[src/rtl/dc_bsp_pkg.sv]
// ---------------------------------------------------------------------------
// dc_bsp_pkg
// Shared board-support constants and types for the shim layer.
//   SHIM_AVST_DATA_WIDTH : payload width of shim Avalon-ST streams (bits)
//   SHIM_AVST_MUX_NUM_CH : default channel count of shim_avst_pkt_mux
//   shim_avst_mux_state_e: packet-mux arbiter state (IDLE / LOCKED)
// ---------------------------------------------------------------------------
package dc_bsp_pkg;

    localparam int SHIM_AVST_DATA_WIDTH = 64;
    localparam int SHIM_AVST_MUX_NUM_CH = 4;

    // IDLE   : no packet in flight, round-robin search picks the next source
    // LOCKED : a packet is open, only its owner may send until its eop
    typedef enum logic {
        IDLE   = 1'b0,
        LOCKED = 1'b1
    } shim_avst_mux_state_e;

endpackage

[src/rtl/shim_avst_skid_buf.sv]
// ---------------------------------------------------------------------------
// shim_avst_skid_buf
// Two-entry registered FIFO used as the output stage of the packet mux.
// The head entry drives out_data straight from a register, and the 'space'
// flag is derived from the registered occupancy only, so the downstream
// ready never reaches the upstream ready combinationally.
//
// Ports:
//   clk, reset   : clock, synchronous active-high reset
//   push_valid   : write push_data this cycle (ignored when no space)
//   push_data    : W-bit payload to store
//   space        : at least one free entry (count < 2), registered-only
//   out_valid    : head entry is valid (count != 0)
//   out_ready    : sink takes the head entry this cycle
//   out_data     : head entry payload
// ---------------------------------------------------------------------------
module shim_avst_skid_buf #(
    parameter int W = 8
) (
    input  logic         clk,
    input  logic         reset,
    input  logic         push_valid,
    input  logic [W-1:0] push_data,
    output logic         space,
    output logic         out_valid,
    input  logic         out_ready,
    output logic [W-1:0] out_data
);

    logic [W-1:0] ent0_q, ent0_d;
    logic [W-1:0] ent1_q, ent1_d;
    logic [1:0]   count_q, count_d;
    logic         push;
    logic         pop;

    assign space     = (count_q != 2'd2);
    assign out_valid = (count_q != 2'd0);
    assign out_data  = ent0_q;
    assign push      = push_valid && space;
    assign pop       = out_ready && out_valid;

    // Pop first (shift entry 1 into the head), then write the new beat into
    // the first free slot of the post-pop occupancy. A simultaneous push and
    // pop therefore keeps count and preserves FIFO order.
    always_comb begin
        ent0_d  = ent0_q;
        ent1_d  = ent1_q;
        count_d = count_q;
        if (pop) begin
            ent0_d  = ent1_q;
            count_d = count_q - 2'd1;
        end
        if (push) begin
            if (count_d == 2'd0) begin
                ent0_d = push_data;
            end else begin
                ent1_d = push_data;
            end
            count_d = count_d + 2'd1;
        end
    end

    always_ff @(posedge clk) begin
        if (reset) begin
            ent0_q  <= '0;
            ent1_q  <= '0;
            count_q <= 2'd0;
        end else begin
            ent0_q  <= ent0_d;
            ent1_q  <= ent1_d;
            count_q <= count_d;
        end
    end

endmodule

[src/rtl/shim_avst_pkt_mux.sv]
// ---------------------------------------------------------------------------
// shim_avst_pkt_mux
// Packet-aware NUM_CH:1 Avalon-ST multiplexer. Sources are picked
// round-robin; once a multi-beat packet starts, its channel owns the output
// until its eop beat is accepted. Every output beat carries its source
// channel. The output goes through a 2-entry skid buffer.
//
// Optional build macro: SHIM_AVST_PKT_MUX_PROTO_CHECK_EN
//   defined   : proto_err goes high (sticky until reset) when an accepted
//               beat has sop=0 while IDLE or sop=1 while LOCKED; the beat
//               is still forwarded unchanged.
//   undefined : proto_err is tied low, no checking logic.
//
// Ports:
//   clk, reset  : clock, synchronous active-high reset
//   in_valid    : [NUM_CH] per-channel valid
//   in_ready    : [NUM_CH] per-channel ready (at most one bit high)
//   in_data     : [NUM_CH*DATA_WIDTH] channel i at [i*DATA_WIDTH +: DATA_WIDTH]
//   in_sop/eop  : [NUM_CH] packet delimiters
//   in_empty    : [NUM_CH*EMPTY_WIDTH] unused bytes on eop beats
//   out_valid/out_ready/out_data/out_sop/out_eop : sink stream
//   out_empty   : unused bytes on eop beats, 0 otherwise
//   out_channel : source channel of the output beat
//   proto_err   : sticky protocol error flag
// ---------------------------------------------------------------------------
module shim_avst_pkt_mux
    import dc_bsp_pkg::*;
#(
    parameter int DATA_WIDTH  = SHIM_AVST_DATA_WIDTH,
    parameter int NUM_CH      = SHIM_AVST_MUX_NUM_CH,
    parameter int EMPTY_WIDTH = (DATA_WIDTH / 8 > 1) ? $clog2(DATA_WIDTH / 8) : 1,
    parameter int CH_WIDTH    = (NUM_CH > 1) ? $clog2(NUM_CH) : 1
) (
    input  logic                          clk,
    input  logic                          reset,
    input  logic [NUM_CH-1:0]             in_valid,
    output logic [NUM_CH-1:0]             in_ready,
    input  logic [NUM_CH*DATA_WIDTH-1:0]  in_data,
    input  logic [NUM_CH-1:0]             in_sop,
    input  logic [NUM_CH-1:0]             in_eop,
    input  logic [NUM_CH*EMPTY_WIDTH-1:0] in_empty,
    output logic                          out_valid,
    input  logic                          out_ready,
    output logic [DATA_WIDTH-1:0]         out_data,
    output logic                          out_sop,
    output logic                          out_eop,
    output logic [EMPTY_WIDTH-1:0]        out_empty,
    output logic [CH_WIDTH-1:0]           out_channel,
    output logic                          proto_err
);

    typedef struct packed {
        logic [DATA_WIDTH-1:0]  data;
        logic                   sop;
        logic                   eop;
        logic [EMPTY_WIDTH-1:0] empty;
        logic [CH_WIDTH-1:0]    channel;
    } beat_t;

    // Channel after ch, wrapping NUM_CH-1 -> 0.
    function automatic logic [CH_WIDTH-1:0] next_ch(input logic [CH_WIDTH-1:0] ch);
        if (int'(ch) >= NUM_CH - 1) begin
            return '0;
        end
        return ch + 1'b1;
    endfunction

    // First requesting channel at or after ptr, with wrap-around.
    function automatic logic [CH_WIDTH-1:0] rr_search(
        input logic [NUM_CH-1:0]   req,
        input logic [CH_WIDTH-1:0] ptr
    );
        logic [CH_WIDTH-1:0] sel;
        logic [CH_WIDTH-1:0] idx;
        logic                found;
        sel   = ptr;
        found = 1'b0;
        for (int i = 0; i < NUM_CH; i++) begin
            idx = CH_WIDTH'((int'(ptr) + i) % NUM_CH);
            if (!found && req[idx]) begin
                sel   = idx;
                found = 1'b1;
            end
        end
        return sel;
    endfunction

    logic [NUM_CH-1:0][DATA_WIDTH-1:0]  ch_data;
    logic [NUM_CH-1:0][EMPTY_WIDTH-1:0] ch_empty;

    assign ch_data  = in_data;
    assign ch_empty = in_empty;

    shim_avst_mux_state_e state_q, state_d;
    logic [CH_WIDTH-1:0]  rr_ptr_q, rr_ptr_d;
    logic [CH_WIDTH-1:0]  owner_q, owner_d;

    logic [CH_WIDTH-1:0]  grant;
    logic                 grant_valid;
    logic                 accept;
    logic                 space;
    beat_t                push_beat;
    beat_t                head_beat;
    logic                 buf_valid;

    always_comb begin
        state_d     = state_q;
        rr_ptr_d    = rr_ptr_q;
        owner_d     = owner_q;
        grant       = '0;
        grant_valid = 1'b0;
        in_ready    = '0;
        push_beat   = '0;

        // While LOCKED only the owner is eligible, even if it is stalling,
        // so packets never interleave on the output.
        if (state_q == LOCKED) begin
            grant       = owner_q;
            grant_valid = in_valid[owner_q];
        end else begin
            grant       = rr_search(in_valid, rr_ptr_q);
            grant_valid = |in_valid;
        end

        accept = grant_valid && space;
        if (accept) begin
            in_ready[grant] = 1'b1;
        end

        push_beat.data    = ch_data[grant];
        push_beat.sop     = in_sop[grant];
        push_beat.eop     = in_eop[grant];
        push_beat.empty   = in_eop[grant] ? ch_empty[grant] : '0;
        push_beat.channel = grant;

        if (accept) begin
            if (state_q == IDLE) begin
                // Single-beat packets never lock; the pointer moves on at once
                // so a different channel can follow on the next cycle.
                if (in_eop[grant]) begin
                    rr_ptr_d = next_ch(grant);
                end else begin
                    state_d = LOCKED;
                    owner_d = grant;
                end
            end else if (in_eop[grant]) begin
                state_d  = IDLE;
                rr_ptr_d = next_ch(owner_q);
            end
        end
    end

    always_ff @(posedge clk) begin
        if (reset) begin
            state_q  <= IDLE;
            rr_ptr_q <= '0;
            owner_q  <= '0;
        end else begin
            state_q  <= state_d;
            rr_ptr_q <= rr_ptr_d;
            owner_q  <= owner_d;
        end
    end

    shim_avst_skid_buf #(
        .W($bits(beat_t))
    ) u_skid (
        .clk       (clk),
        .reset     (reset),
        .push_valid(accept),
        .push_data (push_beat),
        .space     (space),
        .out_valid (buf_valid),
        .out_ready (out_ready),
        .out_data  (head_beat)
    );

    assign out_valid   = buf_valid;
    assign out_data    = head_beat.data;
    assign out_sop     = head_beat.sop;
    assign out_eop     = head_beat.eop;
    assign out_empty   = head_beat.empty;
    assign out_channel = head_beat.channel;

`ifdef SHIM_AVST_PKT_MUX_PROTO_CHECK_EN
    logic proto_err_q, proto_err_d;

    always_comb begin
        proto_err_d = proto_err_q;
        if (accept) begin
            if ((state_q == IDLE && !in_sop[grant]) ||
                (state_q == LOCKED && in_sop[grant])) begin
                proto_err_d = 1'b1;
            end
        end
    end

    always_ff @(posedge clk) begin
        if (reset) begin
            proto_err_q <= 1'b0;
        end else begin
            proto_err_q <= proto_err_d;
        end
    end

    assign proto_err = proto_err_q;
`else
    assign proto_err = 1'b0;
`endif

endmodule

[config.mk]
export PLATFORM = sky130hd
export DESIGN_NAME = shim_avst_pkt_mux
export DESIGN_NICKNAME = d
export VERILOG_FILES = /design/src/rtl/dc_bsp_pkg.sv /design/src/rtl/shim_avst_skid_buf.sv /design/src/rtl/shim_avst_pkt_mux.sv
export SDC_FILE = /design/constraint.sdc
export NUM_CORES = 1
export LEC_CHECK = 0
export CAP_MARGIN = 5
export CORE_AREA = 2 2 140 142
export CTS_BUF_LIST = sky130_fd_sc_hd__clkbuf_8
export DETAILED_ROUTE_END_ITERATION = 16
export DIE_AREA = 0 0 142 144
export PLACE_DENSITY = 0.83
export SYNTH_ARGS = -nofsm -noshare
export SYNTH_HDL_FRONTEND = slang
export SYNTH_SLANG_ARGS = --single-unit
[constraint.sdc]
create_clock -name clk -period 5.57 [get_ports clk]
set_input_delay 0.557 -clock clk [delete_from_list [all_inputs] [get_ports clk]]
set_output_delay 0.557 -clock clk [all_outputs]
set_load 0.1 [all_outputs]
==> run metrics <==
status=complete, no violations; main combinational cell family by area after synthesis=multiplexers; post-layout util=around 64%; # rows=51; Slew Viols, Final=0; worst setup path endpoint=in_ready[2]; placed inst area=11,900 um^2; mux cell area share after synthesis=between 30% and 40%; # H-tree levels=4; Max Cap Violations=0; placer congestion estimate=0.759; cells on worst reg2reg path=10; Post-DP HPWL=17,400 um; flops & latches, synth=149; Min Hold Slack=0.451 ns; vias in the first global route=about 7,100; Synth cell types=roughly 40; CP Launch Point=in_valid[3]; Final ANT Viol Nets=0; fill cell count=1,597; setup bufs post-CTS=0; simple-gate share of the synthesized area=4.45%; final count of negative-setup-slack endpoints=0; TritonCTS buffer count=17; antenna violations before repair=0; drt pass-1 iters=4; share of layout cells above drive strength 1=~4.6%; r2r startpoint=u_skid.count_q[0]; Hold Path Class=reg -> reg; GRT Total Usage=22.3%; Residual DRC=0; largest net degree at the start of global routing=90; clock period minus worst slack=approximately 4.3 ns; Max rail drop VDD=0.000354 V; Worst Hold Launch=u_skid.ent1_q[4]; final routed wire length divided by cell count=between 15 and 20 um; Final nets=about 1,400; setup ws final=1.23 ns; pre-CTS setup slack=about 1.2 ns; Core Box Area=about 19,000 um^2; Clk Latency, worst-skew pair=0.44 ns; Pwr Density=632 nW/um^2; Synth Area in XOR/XNOR=less than 1%; setup TNS=0 ns; DR iter-0 viols=between 200 and 300; CTS tree=built; Max clock buf depth=2; syn_nets=roughly 1,100; Clock Skew=0.00864 ns; Top FF cell, synth=dfxtp_1; FMAX=231 MHz; Final period util=77.9%; Critical Path Start Type=input pin; Critical R2R Capture=u_skid.ent1_q[43]; post_cts resized=0; chip height=144 um; Initial Util=43.8%; PortBufs=358; Leak=0.00529 uW; clk slew on worst S/H paths=0.08 ns; slew margin rel.=about a quarter; die width=about 140 um; clock sink count=149; root buffer cell=clkbuf_8; RSZ-0062 raised after global routing=no; reg2reg setup slack=2.25 ns; yosys warns=0; CP endpoint kind=primary output; critical path required time=5.01 ns; sequential-to-total area share from yosys stat=a little over a third; detailed-route via count=7,270; Max Fanout on Critical Path=18; final hold vios=0; vias per std cell=roughly 5.3; synthesis-to-finish area growth=47.0%; Post-synth ARST share=0%; Post-Syn Area=8350 um^2; average cell area after synthesis=10.3 um^2; I/O pin count=360; Die ar.=20,400 um^2; Final Instance Area=~12,000 um^2; Hold Buf Count CTS=0; critical path arrival=approximately 3.8 ns; worst slew pin tran=1.12 ns; EDFF count, synth=0; adder-cell share of the synthesized area=1.05%; Ant. Diodes=0; Worst Setup Path Type=in -> out; cells after synthesis=809; gr ovfl total=0; drt total wl=23,700 um; global-route wire length before repair=about 36,000 um; Synth Area in Compound Gates=18.6%
## logic make-up (layout without fill, tap and decap cells)
| kind of cell | Yosys count | after routing |
|---|---|---|
| buf+inv | 79 | 407 |
| mux | 283 | 283 |
| flops | 149 | 149 |
| other cells | 1 | 1 |
| xor+xnor | 3 | 3 |
| simple gates | 73 | 73 |
| compound gates | 214 | 214 |
| fa+ha+maj | 7 | 7 |
## layout by cell type (no fill, tap or decap), types with 2 or more instances in the layout
cell type and instances:
mux2_1 3, o21ai_1 7, nand2b_1 6, buf_4 12
nor2b_1 9, xnor2_1 2, bufinv_16 2, o21a_1 60
a21o_1 8, nand2_4 2, mux2i_1 279, a21oi_1 60
clkinvlp_4 5, nand2_1 18, clkdlybuf4s50_1 355, inv_1 8
clkbuf_8 18, nor2_1 14, ha_1 7, or3_1 4
a22o_1 66, and2_1 5, clkinv_2 4, nor3_1 10
dfxtp_1 149, a211oi_1 5
## power breakdown
group          switching [uW]  total, uW  internal (uW)
combinational            3320       5190           1870
sequential                232       1750           1520
clock                     407        812            405
total                    3960       7750           3790
## worst min-delay path by stage
stage / endpoint / slack [ns] / depth (start not counted)
3_5_place_dp: u_skid.ent1_q[4] / 0.44 / 2
5_1_grt: u_skid.ent1_q[14] / 0.49 / 1
2_1_floorplan: u_skid.ent1_q[2] / 0.43 / 2
6_report: u_skid.ent1_q[4] / 0.45 / 2
3_3_place_gp: u_skid.ent1_q[4] / 0.44 / 2
4_1_cts: u_skid.ent1_q[4] / 0.45 / 2
## registers in the layout, summed over array words and instances, names as in the netlist
signal           flops
rr_ptr_q             2
owner_q              2
state_q              1
u_skid.ent1_q       71
u_skid.count_q       2
u_skid.out_data     71
## critical path, stage by stage
cell,delay [ns]
clkdlybuf4s50_1,0.58
nor3_1,0.08
or3_1,0.37
a41oi_4,0.64
ha_1,0.27
and2_1,0.13
clkdlybuf4s50_1,1.15
## through the flow
stage / total power (uW) / std cells
floorplan: 5920 / 809
global placement: 6900 / 1343
detailed placement: 7000 / 1343
CTS: 7810 / 1375
global route: 8200 / 1375
finish: 7750 / 1375
## cells in the mapped netlist (2+ instances only)
master	number	area, um^2
a211oi_1	5	37.5
a21o_1	8	60.1
a21oi_1	60	300
a22o_1	66	578
and2_1	5	31.3
buf_1	2	7.51
buf_2	30	150
buf_4	7	52.6
buf_6	15	169
clkbuf_1	18	67.6
dfxtp_1	149	2980
ha_1	7	87.6
inv_1	6	22.5
mux2_1	3	33.8
mux2i_1	279	2790
nand2_1	20	75.1
nand2b_1	6	37.5
nor2_1	14	52.6
nor2b_1	9	56.3
nor3_1	10	50.1
o21a_1	60	450
o21ai_1	7	35.0
or3_1	4	25.0
xnor2_1	2	17.5
## cell type report
type / count / area (um^2) / area share [%]
Clock buffer: 18 / 248 / 2.02
Clock inverter: 14 / 138 / 1.12
Inverter: 7 / 27.5 / 0.224
Multi-Input combinational cell: 581 / 4920 / 40.1
Sequential cell: 149 / 2980 / 24.3
Tap cell: 238 / 298 / 2.43
Timing Repair Buffer: 368 / 3660 / 29.8
## metal layers
layer	global-route usage, %	routed length [um]
met4	5.32	231
met5	0	0
met1	25.1	9520
met3	6.59	1780
met2	41.2	12200
No activity file was read; power rests on OpenSTA's default activity.
